## src/rtl/crack_pkg.sv

```systemverilog
// Shared types and constants for the ARC4 key-search dispatcher and its cracking cores.
package crack_pkg;

  typedef enum logic [2:0] {
    S_IDLE,
    S_START,
    S_RUN,
    S_LEN,
    S_COPY,
    S_FOUND,
    S_FAIL
  } state_t;

  localparam int          KEY_W  = 24;
  localparam int          BYTE_W = 8;
  localparam logic [7:0]  PT_MIN = 8'h20;
  localparam logic [7:0]  PT_MAX = 8'h7E;

endpackage

```

## src/rtl/crack_winner_sel.sv

```systemverilog
// Lowest-index priority encoder over the qualified per-core key_valid vector.
module crack_winner_sel #(
  parameter int N     = 2,
  parameter int IDX_W = 1
) (
  input  logic [N-1:0]     req,
  output logic             found,
  output logic [IDX_W-1:0] idx
);

  // Scan from the top down so the lowest set index is the last one written.
  always_comb begin
    found = |req;
    idx   = '0;
    for (int unsigned i = N; i > 0; i--) begin
      if (req[i-1]) idx = IDX_W'(i - 1);
    end
  end

endmodule

```

## src/rtl/crack_dispatch.sv

```systemverilog
// Starts all cracking cores, picks the winning core and copies its
// length-prefixed plaintext into the shared output memory.
module crack_dispatch #(
  parameter int NCORES = 2,
  parameter int KEY_W  = crack_pkg::KEY_W
) (
  input  logic                    clk,
  input  logic                    rst_n,
  input  logic                    en,
  output logic                    rdy,
  output logic                    done,
  output logic [KEY_W-1:0]        key,
  output logic                    key_valid,
  output logic [NCORES-1:0]       core_en,
  input  logic [NCORES-1:0]       core_rdy,
  input  logic [NCORES-1:0]       core_key_valid,
  input  logic [NCORES*KEY_W-1:0] core_key,
  output logic [7:0]              core_pt_addr,
  input  logic [NCORES*8-1:0]     core_pt_rddata,
  output logic [7:0]              pt_addr,
  output logic [7:0]              pt_wrdata,
  output logic                    pt_wren
);
  import crack_pkg::*;

  localparam int IDX_W = (NCORES > 1) ? $clog2(NCORES) : 1;

  state_t              state, state_nx;
  logic [NCORES-1:0]   started;
  logic [IDX_W-1:0]    win_idx, sel_idx;
  logic                sel_found;
  logic [KEY_W-1:0]    key_r, sel_key;
  logic [BYTE_W-1:0]   len_r, win_byte;
  logic [8:0]          cnt, cnt_m1;
  logic                all_done, wr_cyc, last_wr;

  crack_winner_sel #(.N(NCORES), .IDX_W(IDX_W)) u_winner_sel (
    .req   (core_key_valid & started),
    .found (sel_found),
    .idx   (sel_idx)
  );

  always_comb begin
    sel_key  = '0;
    win_byte = '0;
    for (int unsigned i = 0; i < NCORES; i++) begin
      if (sel_idx == IDX_W'(i)) sel_key  = core_key[i*KEY_W +: KEY_W];
      if (win_idx == IDX_W'(i)) win_byte = core_pt_rddata[i*8 +: 8];
    end
  end

  // Copy cycle 0 only re-reads address 0 and latches L; writes trail reads by one cycle.
  assign all_done = &(started & core_rdy);
  assign cnt_m1   = cnt - 9'd1;
  assign wr_cyc   = (state == S_COPY) && (cnt != '0);
  assign last_wr  = wr_cyc && (cnt_m1 == {1'b0, len_r});

  always_ff @(posedge clk) begin
    if (!rst_n) state <= S_IDLE;
    else        state <= state_nx;
  end

  always_comb begin
    state_nx = state;
    unique case (state)
      S_IDLE:  if (en) state_nx = S_START;
      S_START: state_nx = S_RUN;
      S_RUN: begin
        if (sel_found)     state_nx = S_LEN;
        else if (all_done) state_nx = S_FAIL;
      end
      S_LEN:   state_nx = S_COPY;
      S_COPY:  if (last_wr) state_nx = S_FOUND;
      S_FOUND: state_nx = S_FOUND;
      S_FAIL:  state_nx = S_FAIL;
      default: state_nx = S_IDLE;
    endcase
  end

  always_ff @(posedge clk) begin
    if (!rst_n) begin
      started <= '0;
      win_idx <= '0;
      key_r   <= '0;
      len_r   <= '0;
      cnt     <= '0;
    end else begin
      case (state)
        S_START: started <= '0;
        S_RUN: begin
          started <= started | ~core_rdy;
          if (sel_found) begin
            win_idx <= sel_idx;
            key_r   <= sel_key;
          end
        end
        S_LEN:   cnt <= '0;
        S_COPY: begin
          if (cnt == '0) len_r <= win_byte;
          cnt <= cnt + 9'd1;
        end
        default: ;
      endcase
    end
  end

  always_comb begin
    rdy          = (state == S_IDLE);
    done         = (state == S_FOUND) || (state == S_FAIL);
    key_valid    = (state == S_FOUND);
    key          = (state == S_FOUND) ? key_r : '0;
    core_en      = (state == S_START) ? '1 : '0;
    core_pt_addr = (state == S_COPY) ? cnt[7:0] : 8'h00;
    pt_wren      = wr_cyc;
    pt_addr      = wr_cyc ? cnt_m1[7:0] : 8'h00;
    pt_wrdata    = wr_cyc ? win_byte : 8'h00;
  end

endmodule

```

## config.mk

```make
export PLATFORM = sky130hd
export DESIGN_NAME = crack_dispatch
export DESIGN_NICKNAME = d
export VERILOG_FILES = /design/src/rtl/crack_pkg.sv /design/src/rtl/crack_winner_sel.sv /design/src/rtl/crack_dispatch.sv
export SDC_FILE = /design/constraint.sdc
export NUM_CORES = 1
export LEC_CHECK = 0
export BUFFER_PORTS_ARGS = -buffer_cell sky130_fd_sc_hd__buf_2
export CELL_PAD_IN_SITES_DETAIL_PLACEMENT = 1
export CELL_PAD_IN_SITES_GLOBAL_PLACEMENT = 2
export CORE_UTILIZATION = 27
export CTS_BUF_LIST = sky130_fd_sc_hd__clkbuf_4 sky130_fd_sc_hd__clkbuf_8 sky130_fd_sc_hd__clkbuf_16
export DETAILED_ROUTE_END_ITERATION = 16
export PLACE_DENSITY = 0.87
export SLEW_MARGIN = 20
export SYNTH_ARGS = -nofsm -noshare
export SYNTH_HDL_FRONTEND = slang
export SYNTH_HIERARCHICAL = 1
export SYNTH_SLANG_ARGS = --single-unit
```

## constraint.sdc

```tcl
create_clock -name clk -period 2.74 [get_ports clk]
set_input_delay 0.137 -clock clk [delete_from_list [all_inputs] [get_ports clk]]
set_output_delay 0.137 -clock clk [all_outputs]
set_load 0.02 [all_outputs]
```

### After elaboration in Yosys (flattened, before gate mapping)

Cells that the tools add are included.

* flip-flop bits (word level): 47
* input bits: 71

* $add $sub $neg: 2
* eq/ne operators: 10
* multiplexer cells: 16
* bitwise logic cells: 4
* reductions and logical operators: 13

Operators with widths (count)
* $mux W24: 2
* $mux W8: 4
* $pmux W3 S7: 1
* $pmux W9 S2: 1
* $mux W3: 4
* $add A9 B1 Y9 const B: 1
* $eq A3 B3 Y1 const B: 3
* $eq A9 B8 Y1: 1
* $logic_not A9 Y1: 1
* $reduce_bool A9 Y1: 1
* $sub A9 B1 Y9 const B: 1
* $eq A3 B2 Y1 const B: 2
* $reduce_and A2 Y1: 3
* $and A2 B2 Y2: 2
* $ne A2 B2 Y1 const B: 2
* $pmux W2 S2: 1
* $reduce_bool A2 Y1: 2
* $eq A3 B1 Y1 const B: 1
* $logic_not A3 Y1: 1
* $ne A3 B3 Y1 const B: 1
* $reduce_and A3 Y1: 1
* $logic_and A1 B1 Y1: 2
* $mux W1: 2
* $mux W2: 1
* other kinds (4): 4

### Logic depth before layout (Yosys ltp)

* depth in word-level cells: 5
* depth in mapped cells: 10
* gate-level depth less buffers: 8

### Hierarchy

The synthesis kept the hierarchy.

By module, submodules not included
* crack_dispatch: times used 1, cells an instance 351, area an instance 2942.8 um2
* crack_winner_sel: times used 1, cells an instance 2, area an instance 12.5 um2

### Least setup slack after synthesis

Ideal clock, no wire load.

* path kind: register to register
* start point: reg cnt[0]
* end point: reg state[0]
* setup time: 0.070 ns
* data arrival time: 2.075 ns
* path slack: 0.595 ns
* stages on the path, launching flop included: 11
* path buffers: 2
* clock period less this slack: 2.145 ns
* cells stage by stage: dfxtp_1 -> clkbuf_1 -> inv_1 -> ha_1 -> or3b_1 -> buf_6 -> a211o_1 -> a221oi_1 -> o2bb2a_1 -> nand4_1 -> a21oi_1

* cells in the longest elaborated chain, start to end: 5
* elaborated cells between the ends (all ways): 7

Ends and longest elaborated chain
* start: declaration: RTL line crack_dispatch.sv:34 `logic [8:0] cnt, cnt_m1;`
* start signal: assignment: RTL line crack_dispatch.sv:100 `cnt <= cnt + 9'd1;`
* $sub A9 B1 Y9 / $reduce_bool A9 Y1 (equally long branches): RTL line crack_dispatch.sv:54, crack_dispatch.sv:55
* $eq A9 B8 Y1 / $logic_and A1 B1 Y1 (equally long branches): RTL line crack_dispatch.sv:56, crack_dispatch.sv:55
* $logic_and A1 B1 Y1 *: RTL line crack_dispatch.sv:56 `assign last_wr = wr_cyc && (cnt_m1 == {1'b0, len_r});`
* $ne A2 B2 Y1 (no source line) *
* $reduce_and A3 Y1 (no source line) *
* end signal: assignment: RTL line crack_dispatch.sv:60 `else state <= state_nx;`
* end: declaration: RTL line crack_dispatch.sv:28 `state_t state, state_nx;`

Every way passes the cells marked *; elsewhere a longest branch is shown, timed or not.
A chain may end at the register's enable or synchronous reset.

### Final worst setup path

* start point: reg cnt[0]
* end point: out pt_addr[0]

* cells in the longest elaborated chain, start to end: 3
* elaborated cells between the ends (all ways): 4

Ends and longest elaborated chain
* parallel branches: the longest is 2 deep, another holds $sub A9 B1 Y9
* $mux W8 *: RTL line crack_dispatch.sv:115 `pt_addr = wr_cyc ? cnt_m1[7:0] : 8'h00;`
* end: declaration: RTL line crack_dispatch.sv:20 `output logic [7:0] pt_addr,`

Mark *: on every way between the ends.

==> impl_metrics.toml <==
[run_status]
status = "completed"

[hold_path]
hp-class = "in -> reg"

[grt]
grt_pass1_wl_mm = 13.9
antenna_found_initial = 0
grt-ovfl-total = 0
grt_usage_pct = 15.2
grt_pass1_vias = 2869
grt_max_degree = 49

[floorplanning]
initial_core_util_pct = 28.2
ios = 125
coreArea_mm2 = 0.0105
die_w_um = 107
num_rows = 37
die_h_um = 107
dieArea_mm2 = 0.0114

[setup_path]
cp_top_family = "simple AND/OR/NAND/NOR gates"
cp_slowest_cell = "or3b_1"
start_kind = "flop"
critPathBufInv = 3
crit_fanout = 11
slowest_delay_ps = 500
cp_cell_sequence = "inv_1 -> ha_1 -> or3b_1 -> o31ai_4 -> buf_4 -> nor2_1 -> buf_2"
cp.required_ps = 2600
worst-setup-path-type = "reg -> out"
crit_path_end_kind = "output pin"
cp.arrival_ps = 2400

[power_and_ir_drop]
power.share.switching_pct = 32.8
power_frac_comb_pct = 24.5
p_leak_nw = 2.00
power_switching_mw = 0.527
power.internal_mw = 1.08
pwr-share-seq_pct = 49.2
pwr-share-clk_pct = 26.3
ir_drop_mv = 0.192
p_per_area_mw_per_mm2 = 429

[synth]
ys_seq_elements = 47
syn-instance-count = 353
synth_area_per_cell_um2 = 8.37
ys.flop_type = "dfxtp_1"
ys.warnings.count = 6
ys_seq_area_share_pct = 31.8
synthTopCellsByCount = "dfxtp_1, nand2_1, and2_1"
synth_area_mm2 = 0.00296
yosysTopAreaCell = "dfxtp_1"
post-synth-top-count-cell = "dfxtp_1"
synth_top_area_share_pct = 31.8
synth_edf_count = 0
synth_nets = 426
ys_async_sr_fraction_pct = 0
synth.distinct_cells = 50
synthTopCellsByArea = "dfxtp_1, mux2i_1, o211a_1, and2_1, nand2_1"

[drt]
postRouteAntennaNets = 0
dr.first_iter.drc_count = 99
routedWlPerCell_um = 14.6
firstDrtPassIters = 4
drc_errors = 0
viasPerCell = 4.84
vias = 2881
wl_mm = 8.69

[clock_tree]
cts_made_buffers = 5
clk_pin_slew_ps = 100
holdBufCountCts = 0
cts_tree = "built"
h-tree-depth = 2
cts_root_buf = "clkbuf_8"
cts_resized = 0
cts_sinks = 47
clock_latency_ps = 300
clk_path_buf_depth = 2
postCtsSetupRepairBufs = 0

[sta]
fin_crit_sh_pct = 92.6
finClkSkew_ps = 11.0
final-setup-viol-count = 0
fin_tns_setup_ps = 0
tightest_slew_ps = 855
clock.fmax_ghz = 0.394
max-slew-margin-rel_pct = 43.0
hold_violations = 0
final_max_slew_viol_count = 0
finalWorstPathRequiredPeriod_ps = 2540
rsz0062_at_grt = "false"

[cells_and_area]
postLayoutCoreUtil_pct = 35.8
diodes = 0
final_nets = 531
drive_gt1_share_pct = 31.6
areaGrowthSynthToFinish_pct = 26.8

[placed_design]
io_buffers = 124
hpwl_mm = 6.50
gp_congestion = 0.785

[flow_run]
drv_cap = 0
==> metal layers <==
layer	vias to the layer above	wire length, um	track usage [%]
met5	-	0	0
met4	0	79	3.52
met3	6	561	3.53
met2	104	4200	26.5
met1	1339	3840	18.7
li1	1432	-	-
==> metrics by stage <==
stage / instances / cell area, um2 / setup WS, ps / power (mW) / hold slack, ps
6_report: 595 / 3750 / 204 / 1.61 / 175
5_1_grt: 595 / 3750 / 22.4 / 1.71 / 180
4_1_cts: 595 / 3750 / 174 / 1.63 / 165
3_5_place_dp: 587 / 3660 / 323 / 1.20 / 480
3_3_place_gp: 587 / 3660 / 561 / 1.19 / 471
2_1_floorplan: 353 / 2960 / 595 / 1.07 / 392
==> worst paths after layout <==
path | start | endpoint | slack, ps | cells past startpoint
max | cnt[0]$_SDFFE_PN0P_ | pt_addr[0] | 200 | 7
min | core_key[0] | key_r[0]$_SDFFE_PN0P_ | 170 | 4
max reg2reg | cnt[0]$_SDFFE_PN0P_ | state[0]$_SDFFE_PN0P_ | 270 | 8
min reg2reg | key_r[13]$_SDFFE_PN0P_ | key_r[13]$_SDFFE_PN0P_ | 490 | 1
==> flip-flops by register name, summed over array words and instances, names as in the netlist <==
| signal | count |
|---|---|
| len_r | 8 |
| key_r | 24 |
| win_idx | 1 |
| started | 2 |
| cnt | 9 |
| state | 3 |
==> power by group through the flow <==
stage | Sequential [mW] | Combinational [mW] | Clock, mW
after detailed placement | 0.805 | 0.398 | 0
final | 0.789 | 0.394 | 0.423
after global placement | 0.803 | 0.388 | 0
after floorplan | 0.764 | 0.304 | 0
after global routing | 0.799 | 0.439 | 0.468
after CTS | 0.789 | 0.400 | 0.445
==> worst reg2reg max path, delay by kind of cell (launching register included) <==
kind	cells	cell delay, ps
AOI/OAI and AO/OA	4	1040
and+or+nand+nor	2	600
DFF	1	410
adders and majority gates	1	220
buffers and inverters	1	120
==> area by class of cell <==
type	count	area (um2)
fill	1313	6720
multi-input combinational	267	1850
sequential	47	941
timing repair buffer	129	671
tap	136	170
clock buffer	5	68.8
inverter	8	30.0
clock inverter	3	15.0
==> cell usage in the layout, fill, tap and decap left out, types with 3 or more instances in the layout <==
master,synthesis,routed
buf_2,2,124
dfxtp_1,47,47
nand2_1,44,44
and2_1,37,37
mux2i_1,35,35
o211a_1,32,32
nor2_1,28,28
xnor2_1,9,9
o21ai_0,9,9
inv_1,8,8
nor3_1,8,7
nor2b_1,7,6
nand3_1,6,6
a21oi_1,5,5
clkbuf_8,0,5
buf_4,3,4
nor3b_1,3,3
and3_1,3,3
nand4_1,3,3
a21boi_0,3,3
xor2_1,3,3
clkinv_2,0,3
==> cell families after synthesis <==
| kind of cell | count (synthesis) | synth area share (%) |
|---|---|---|
| compound gates | 67 | 19.3 |
| xor+xnor | 12 | 3.56 |
| fa+ha+maj | 2 | 0.847 |
| buf+inv | 39 | 5.93 |
| flops | 47 | 31.8 |
| mux | 35 | 11.9 |
| simple gates | 151 | 26.6 |
Power figures use the tool's default switching activity.
